--- src/rtl/branch_resolve_unit.sv ---
// branch_resolve_unit: in-order prediction queue matched against execute outcomes; stats counters under BRU_STATS_EN
module branch_resolve_unit #(
  parameter int DEPTH = 4,
  parameter int PC_W = 8,
  parameter int CNT_W = 16
) (
  input  logic                       clk,
  input  logic                       rst,
  input  logic                       pred_valid,
  input  logic                       pred_taken,
  input  logic [PC_W-1:0]            pred_pc,
  output logic                       pred_ready,
  input  logic                       res_valid,
  input  logic                       res_taken,
  output logic                       res_ready,
  output logic                       upd_valid,
  output logic                       upd_taken,
  output logic [PC_W-1:0]            upd_pc,
  output logic                       mispredict,
  output logic [$clog2(DEPTH):0]     inflight,
  output logic [CNT_W-1:0]           br_count,
  output logic [CNT_W-1:0]           mis_count
);
  localparam int AW = $clog2(DEPTH);
  logic [PC_W:0] mem [DEPTH];
  logic [AW-1:0] rd_ptr, wr_ptr;
  logic [AW:0] cnt;
  logic push, pop, mis;
  assign inflight = cnt;
  assign pred_ready = cnt != (AW+1)'(DEPTH);
  assign res_ready = cnt != '0;
  assign push = pred_valid && pred_ready;
  assign pop = res_valid && res_ready;
  assign mis = pop && (mem[rd_ptr][PC_W] ^ res_taken);
  always_ff @(posedge clk) begin
    if (push) mem[wr_ptr] <= {pred_taken, pred_pc};
  end
  always_ff @(posedge clk or posedge rst) begin
    if (rst) begin
      rd_ptr <= '0;
      wr_ptr <= '0;
      cnt <= '0;
      upd_valid <= 1'b0;
      upd_taken <= 1'b0;
      upd_pc <= '0;
      mispredict <= 1'b0;
    end else begin
      wr_ptr <= wr_ptr + AW'(push);
      rd_ptr <= mis ? wr_ptr + AW'(push) : rd_ptr + AW'(pop);
      cnt <= mis ? '0 : cnt + (AW+1)'(push) - (AW+1)'(pop);
      upd_valid <= pop;
      upd_taken <= pop && res_taken;
      upd_pc <= pop ? mem[rd_ptr][PC_W-1:0] : '0;
      mispredict <= mis;
    end
  end
`ifdef BRU_STATS_EN
  always_ff @(posedge clk or posedge rst) begin
    if (rst) begin
      br_count <= '0;
      mis_count <= '0;
    end else begin
      if (pop && !(&br_count)) br_count <= br_count + 1'b1;
      if (mis && !(&mis_count)) mis_count <= mis_count + 1'b1;
    end
  end
`else
  assign br_count = '0;
  assign mis_count = '0;
`endif
endmodule

--- config.mk ---
export PLATFORM = sky130hd
export DESIGN_NAME = branch_resolve_unit
export DESIGN_NICKNAME = d
export VERILOG_FILES = /design/src/rtl/branch_resolve_unit.sv
export SDC_FILE = /design/constraint.sdc
export NUM_CORES = 1
export LEC_CHECK = 0
export ABC_AREA = 1
export BUFFER_PORTS_ARGS = -buffer_cell sky130_fd_sc_hd__buf_2
export CORE_ASPECT_RATIO = 1.2
export CORE_MARGIN = 1.5
export CORE_UTILIZATION = 30
export DETAILED_ROUTE_END_ITERATION = 16
export SLEW_MARGIN = 25
export SYNTH_ARGS = -nofsm -noshare
export SYNTH_HDL_FRONTEND = slang
export SYNTH_SLANG_ARGS = --single-unit
--- constraint.sdc ---
create_clock -name clk -period 5.3 [get_ports clk]
set_clock_uncertainty 0.05 [all_clocks]
set_input_delay 0.53 -clock clk [delete_from_list [all_inputs] [get_ports clk]]
set_output_delay 0.53 -clock clk [all_outputs]
set_load 0.005 [all_outputs]
==> run metrics, run 1 <==
DP Wirelength 2650 um; # clock sinks 54; post-synthesis register bit count 54; initial core utilization 31.14%; cell family with most CP delay adder cells; via/cell ratio 4.178; Area Growth Syn to Fin 8.394%; max_cap viols 0; fraction of the cycle the final worst path needs 41.78%; CTS buffer count 5; count of boundary I/O pins 62; Antenna diodes 0; Synth cell types 26; Slew Viols, Final 0; total number of vias 1358; Final Wtd Congestion 0.7837; Register-to-Register Path Depth 12; average wire per standard cell 12.20 um; final wirelength 3966 um; DRC marker count from the first detailed-route iteration 51; Root Buffer Master sky130_fd_sc_hd__clkbuf_8; antenna violations before repair 0; die width 84.65 um; total design power 1.325 mW; post-synth design cell area 2400 um2; Static Leak 1.140 nW; share of final-layout standard cells stronger than drive strength 1 23.18%; data required time of the critical path 5.46 ns; final-stage net count 251; worst path buffer plus inverter count 5; Chip Height 101.0 um; per-instance average area after synthesis 11.94 um2; number of fill cells in the layout 765; final number of hold-violating endpoints 0; full die area 8547 um2; CTS max path bufs 2; standard-cell rows 35; port bufs 29; Critical R2R Capture inflight[1]; Post-Synthesis Cells 201; maximum VDD drop 0.0001612 V; largest fanout on the critical path 10; final global-route overflow total 0; pwr dens 509.3 nW/um2; maximum operating frequency 451.5 MHz; critical-path cell with the highest stage delay sky130_fd_sc_hd__fa_1; largest net degree at the start of global routing 21; First-pass DRT Iterations 4; GRT Overall Usage 9.916%; tightest slew margin relative to the limit 39.87%; critical path's most frequent cell sky130_fd_sc_hd__inv_1; number of nets still failing antenna checks after routing 0; end-of-flow core utilization 33.75%; clock-pin slew of the registers on the worst-case setup and hold paths 0.09 ns; core area 7707 um2; Min-Delay Path Class in -> async; wire length of the first global-routing pass 6361 um; clk_lat worst skew 0.31 ns; CTS Hold Bufs 0; Setup TNS 0 ns; number of gates given a new drive strength after cts 0; RSZ-0062 raised after global routing no; CP Capture Type flip-flop; fraction of the yosys area taken by sequential cells 63.82%; level count of the clock H-tree 2; most common cell after layout, fill and taps aside sky130_fd_sc_hd__edfxtp_1; Cell Chain, Critical Path nor2_2, nand2_2, nand2_4, inv_2, ha_1, inv_1, ha_1, inv_1, fa_1, inv_1, nand2_1, inv_1; endpoints failing setup 0; reg2reg setup slack 3.09 ns; startpoint kind of the worst setup timing path flip-flop; Remaining DRCs 0; most frequent cells in the layout 36 x sky130_fd_sc_hd__edfxtp_1, 33 x sky130_fd_sc_hd__nor2_1, 32 x sky130_fd_sc_hd__conb_1; Worst Path Class, Setup reg -> reg; largest incremental delay on the critical path 0.48 ns; minimum clock period 2.215 ns; CTS tree built; vias in the first global route 1316; slew at the pin closest to its max-slew limit 0.8971 ns; outcome completed; Synthesis Warnings 0; Worst Path Arrival 2.37 ns; setup bufs post-CTS 0; reg-to-reg critical path startpoint inflight[1]
[logic make-up after synthesis]
family	synth area share, %
compound gates	5.005
other cells	0.1563
simple gates	12.46
fa+ha+maj	2.920
xor+xnor	1.460
buf+inv	14.18
flops	63.82
[how the worst max path moves through the flow]
stage	cells after the start	from	to	slack, ns
after floorplan	12	inflight[1]	inflight[2]	3.23
after global placement	11	res_valid	inflight[2]	3.14
after global routing	12	inflight[1]	inflight[1]	2.89
after CTS	12	inflight[1]	inflight[1]	3.06
final	12	inflight[1]	inflight[1]	3.09
after detailed placement	12	inflight[1]	inflight[1]	3.08
[flip-flops by register name, indices dropped and copies added (netlist names)]
name / count
mem: 36
upd_pc: 8
inflight: 3
rd_ptr: 2
wr_ptr: 2
mispredict: 1
upd_taken: 1
upd_valid: 1
[metal layers]
| layer | share of wire [%] | GRT usage (%) | vias up |
|---|---|---|---|
| li1 | - | - | 659 |
| met1 | 41 | 11.06 | 624 |
| met2 | 49 | 16.85 | 63 |
| met3 | 6.7 | 2.457 | 12 |
| met4 | 3.3 | 6.452 | 0 |
| met5 | 0 | 0 | - |
[report_power, final]
group          leakage [nW]  internal (mW)  switching [mW]
logic                 0.542          0.173           0.273
registers             0.558          0.574          0.0909
clock network        0.0399         0.0922           0.122
total                  1.14          0.839           0.486
[metrics by stage]
stage | area, um2 | cells | setup WS, ns | hold slack (ns)
2_1_floorplan | 2516 | 232 | 3.226 | 0.4186
3_3_place_gp | 2521 | 317 | 3.137 | 0.4556
3_5_place_dp | 2521 | 317 | 3.081 | 0.4660
4_1_cts | 2601 | 325 | 3.062 | 0.3240
5_1_grt | 2601 | 325 | 2.892 | 0.3574
6_report | 2601 | 325 | 3.085 | 0.2834
[final cells by class]
class | instances | area (um2) | share of cell area (%)
Tap cell | 92 | 115.1 | 4.425
Clock inverter | 1 | 3.754 | 0.1443
Sequential cell | 54 | 1531 | 58.87
Timing Repair Buffer | 29 | 145.1 | 5.580
Clock buffer | 7 | 76.32 | 2.934
Inverter | 16 | 65.06 | 2.501
Multi-Input combinational cell | 126 | 664.4 | 25.54
[Yosys cell counts]
library cell	count	share of area, %
sky130_fd_sc_hd__nor2_1	33	5.2
sky130_fd_sc_hd__inv_1	11	1.7
sky130_fd_sc_hd__conb_1	1	0.16
sky130_fd_sc_hd__nor2_2	1	0.26
sky130_fd_sc_hd__xnor2_1	2	0.73
sky130_fd_sc_hd__edfxtp_1	36	45
sky130_fd_sc_hd__buf_4	32	10
sky130_fd_sc_hd__nand3_4	1	0.73
sky130_fd_sc_hd__clkbuf_4	1	0.31
sky130_fd_sc_hd__o21ai_0	6	1.3
sky130_fd_sc_hd__nand2_2	4	1.0
sky130_fd_sc_hd__fa_1	1	0.83
sky130_fd_sc_hd__xor2_1	2	0.73
sky130_fd_sc_hd__buf_6	2	0.94
sky130_fd_sc_hd__nand2_4	2	0.94
sky130_fd_sc_hd__dfrtp_1	18	19
sky130_fd_sc_hd__o21ai_1	10	2.1
sky130_fd_sc_hd__a21oi_1	8	1.7
sky130_fd_sc_hd__buf_2	1	0.21
sky130_fd_sc_hd__nand3_2	3	1.3
sky130_fd_sc_hd__ha_1	4	2.1
sky130_fd_sc_hd__inv_6	1	0.37
sky130_fd_sc_hd__nand2_1	11	1.7
sky130_fd_sc_hd__nor3_1	4	0.83
sky130_fd_sc_hd__nand4_1	2	0.52
sky130_fd_sc_hd__inv_2	4	0.63
(Power assumes the default switching activity.)
==> inputs of run 2 (changes only) <==
--- a/config.mk
+++ b/config.mk
@@ -5,7 +5,7 @@
 export SDC_FILE = /design/constraint.sdc
 export NUM_CORES = 1
 export LEC_CHECK = 0
-export ABC_AREA = 1
+export ABC_AREA = 0
 export BUFFER_PORTS_ARGS = -buffer_cell sky130_fd_sc_hd__buf_2
 export CORE_ASPECT_RATIO = 1.2
 export CORE_MARGIN = 1.5
==> constraint.sdc (replaced) <==
create_clock -name clk -period 2.3 [get_ports clk]
set_clock_uncertainty 0.05 [all_clocks]
set_input_delay 0.23 -clock clk [delete_from_list [all_inputs] [get_ports clk]]
set_output_delay 0.23 -clock clk [all_outputs]
set_load 0.005 [all_outputs]
==> run 2 against run 1 <==
- non-clock buffer count is 12 higher
- hold slack worse by 0.20 ns
- die area is 2.7% lower
- global-route usage is 0.77 points lower
- clock power is 150% higher
==> run metrics, run 2 <==
outcome completed (unchanged); hold_sp pred_pc[4]; full die area 8318 um2 (was 8547 um2); reg-to-reg critical path startpoint inflight[1] (unchanged); switching fraction of total power 30.19% (was 36.68%); wire length of the first global-routing pass 5485 um (was 6361 um); most frequent cells in the layout 36 x sky130_fd_sc_hd__edfxtp_1, 32 x sky130_fd_sc_hd__conb_1, 29 x sky130_fd_sc_hd__buf_2 (was 36 x sky130_fd_sc_hd__edfxtp_1, 33 x sky130_fd_sc_hd__nor2_1, 32 x sky130_fd_sc_hd__conb_1); minimum clock period 2.266 ns (was 2.215 ns); clock-pin slew of the registers on the worst-case setup and hold paths 0.10 ns (was 0.09 ns); Chip Height 99.61 um (was 101.0 um); Post-Synthesis Cells 138 (was 201); most repeated cell in the gate-level netlist after synthesis sky130_fd_sc_hd__edfxtp_1 (unchanged); cell-internal power 2.136 mW (was 838.9 uW); per-instance average area after synthesis 16.91 um2 (was 11.94 um2); clock group share of total power 17.4% (was 16.2%); worst path buffer plus inverter count 3 (was 5); max_cap viols 0 (unchanged); CTS max path bufs 2 (unchanged); cells taking the most area after synthesis sky130_fd_sc_hd__edfxtp_1 46%, sky130_fd_sc_hd__dfrtp_1 19%, sky130_fd_sc_hd__buf_4 11% (was sky130_fd_sc_hd__edfxtp_1 45%, sky130_fd_sc_hd__dfrtp_1 19%, sky130_fd_sc_hd__buf_4 10%); pwr dens 1139 nW/um2 (was 509.3 nW/um2); post-synth design cell area 2333 um2 (was 2400 um2); most common cell after layout, fill and taps aside sky130_fd_sc_hd__edfxtp_1 (unchanged); DRC marker count from the first detailed-route iteration 51 (unchanged); port bufs 29 (unchanged); tightest slew margin relative to the limit 53.01% (was 39.87%); Largest register FFs 36 (unchanged); Antenna diodes 0 (unchanged); GRT Overall Usage 9.146% (was 9.916%); total number of vias 1136 (was 1358); placed instance count 264 (was 317); register name with the most flops mem (unchanged); Setup TNS 0 ns (unchanged); final-stage net count 201 (was 251); total design power 3.059 mW (was 1.325 mW); Worst Path Arrival 2.42 ns (was 2.37 ns); initial core utilization 30.62% (was 31.14%); level count of the clock H-tree 2 (unchanged); CTS buffer count 5 (unchanged); post-synth top area cell sky130_fd_sc_hd__edfxtp_1 (unchanged); power spent charging and discharging nets 923.7 uW (was 486.0 uW); Flop pwr share 45.9% (was 50.2%); largest incremental delay on the critical path 0.41 ns (was 0.48 ns); First-pass DRT Iterations 4 (unchanged); startpoint kind of the worst setup timing path flip-flop (unchanged); Slew Viols, Final 0 (unchanged); Worst Path Class, Setup reg -> reg (unchanged); number of flops mapped to enable cells by yosys 36 (unchanged); critical-path cell with the highest stage delay sky130_fd_sc_hd__or3_4 (was sky130_fd_sc_hd__fa_1); clk_lat worst skew 0.31 ns (about the same); via/cell ratio 4.131 (was 4.178); Cell Chain, Critical Path or3_4, nand2_4, inv_4, ha_4, inv_4, ha_4, inv_2, fa_2, xor2_1, xnor2_1, nor2_1 (was nor2_2, nand2_2, nand2_4, inv_2, ha_1, inv_1, ha_1, inv_1, fa_1, inv_1, nand2_1, inv_1); Remaining DRCs 0 (unchanged); Area Growth Syn to Fin 15.07% (was 8.394%); number of nets still failing antenna checks after routing 0 (unchanged); reg2reg setup slack 0.03 ns (was 3.09 ns); largest net degree at the start of global routing 19 (was 21); # clock sinks 54 (unchanged); vias in the first global route 1076 (was 1316); number of fill cells in the layout 735 (was 765); Commonest cells post-synth 36 x sky130_fd_sc_hd__edfxtp_1, 33 x sky130_fd_sc_hd__buf_4, 18 x sky130_fd_sc_hd__dfrtp_1 (was 36 x sky130_fd_sc_hd__edfxtp_1, 33 x sky130_fd_sc_hd__nor2_1, 32 x sky130_fd_sc_hd__buf_4); final global-route overflow total 0 (unchanged); CP Capture Type flip-flop (unchanged); average wire per standard cell 13.04 um (was 12.20 um); CTS tree built (unchanged); data required time of the critical path 2.45 ns (was 5.46 ns); slew at the pin closest to its max-slew limit 0.7041 ns (was 0.8971 ns); share of final-layout standard cells stronger than drive strength 1 34.43% (was 23.18%); Synth cell types 23 (was 26); DP Wirelength 2406 um (was 2650 um); maximum operating frequency 441.4 MHz (was 451.5 MHz); fraction of the yosys area taken by sequential cells 65.63% (was 63.82%); non-filler cells in the finished layout 275 (was 325); largest fanout on the critical path 3 (was 10); Final Wtd Congestion 0.6852 (was 0.7837); worst hold-check slack 0.08244 ns (was 0.2834 ns); Synthesis Warnings 0 (unchanged); cell family with most CP delay adder cells (unchanged); RSZ-0062 raised after global routing yes (was no); Min-Delay Path Class in -> reg (was in -> async); final number of hold-violating endpoints 0 (unchanged); Register-to-Register Path Depth 11 (was 12); Critical R2R Capture inflight[2] (was inflight[1]); Root Buffer Master sky130_fd_sc_hd__clkbuf_8 (unchanged); core area 7620 um2 (was 7707 um2); standard-cell rows 35 (unchanged); proportion of power drawn by combinational gates 36.8% (was 33.7%); fraction of synthesized cell area taken by the top area cell type 46.33% (was 45.05%); count of boundary I/O pins 62 (unchanged); endpoints failing setup 0 (unchanged); most used flip-flop cell after synthesis sky130_fd_sc_hd__edfxtp_1 (unchanged); maximum VDD drop 0.0005683 V (was 0.0001612 V); post-synthesis register bit count 54 (unchanged); die width 83.51 um (was 84.65 um); share of synthesized registers carrying an async set or reset 33.33% (unchanged); final wirelength 3586 um (was 3966 um); count of cell instances traversed by the critical path 11 (was 12); fraction of the cycle the final worst path needs 98.51% (was 41.78%); antenna violations before repair 0 (unchanged); Critical Path Sink inflight[2] (was inflight[1]); Static Leak 1.164 nW (was 1.140 nW); CP Launch Point inflight[1] (unchanged)
==> run 2: cell types whose count changed in the layout (fill, tap and decap cells not counted), sizes merged, moves of 9 or more <==
cell / before / now
mux4: 0 / 9
and3: 0 / 10
o21ai: 16 / 0
inv: 16 / 6
nand2: 17 / 3
buf: 29 / 40
nor2: 34 / 4
==> run 2: through the flow <==
step                area (um2)  worst slack [ns]  utilization (%)
detailed placement        2529           0.01634            33.19
floorplan                 2464           0.02967                -
global placement          2529           0.03710            33.19
finish                    2685           0.03428            35.24
global route              2685          -0.05678            35.24
CTS                       2633          0.002380            34.55
==> run 2: worst min path at each step <==
| stage | end | slack (ns) | depth (start not counted) |
|---|---|---|---|
| after floorplan | inflight[0] | 0.12 | 1 |
| after global placement | upd_pc[5] | 0.33 | 2 |
| after detailed placement | upd_pc[5] | 0.33 | 2 |
| after CTS | mem[1][1] | 0.07 | 1 |
| after global routing | mem[2][1] | 0.06 | 1 |
| final | mem[0][4] | 0.08 | 1 |
==> run 2: logic make-up (layout without fill, tap and decap cells) <==
kind of cell,Yosys count,count (layout),synth area share [%]
multiplexers,11,11,11.26
flip-flops,54,54,65.63
buffers and inverters,40,54,12.06
AND/OR/NAND/NOR,22,22,5.683
XOR/XNOR,5,5,2.199
other,1,32,0.1607
adder cells (fa/ha/maj),5,5,3.003
==> run 2: cell type report <==
| cell class | count | area [um2] | area share, % |
|---|---|---|---|
| sequential | 54 | 1531 | 57.04 |
| timing repair buffer | 41 | 237.7 | 8.854 |
| tap | 92 | 115.1 | 4.287 |
| clock inverter | 3 | 25.02 | 0.9320 |
| clock buffer | 5 | 68.82 | 2.563 |
| multi-input combinational | 75 | 683.2 | 25.44 |
| inverter | 5 | 23.77 | 0.8854 |
==> run 2: timing repair <==
| item | 4_1_cts | 5_1_grt |
|---|---|---|
| hold endpoints to repair | 18 | 0 |
| resized for setup | 0 | 10 |
| endpoints found under the setup margin | 0 | 1 |
| hold buffers | 1 | 0 |
| buffers inserted | 0 | 2 |
==> run 2: power groups by stage <==
stage / logic (mW) / registers, mW / clock network [mW]
6_report: 1.12 / 1.40 / 0.531
2_1_floorplan: 0.726 / 1.44 / 0
3_3_place_gp: 1.06 / 1.42 / 0
5_1_grt: 1.25 / 1.43 / 0.596
4_1_cts: 1.08 / 1.41 / 0.558
3_5_place_dp: 1.08 / 1.43 / 0
==> run 2: metal layers <==
layer	wire length (um)	track usage, %	vias to the layer above
met1	1444	10.12	556
met3	235	3.237	4
met4	27	3.405	0
met5	0	0	-
li1	-	-	522
met2	1879	16.26	54
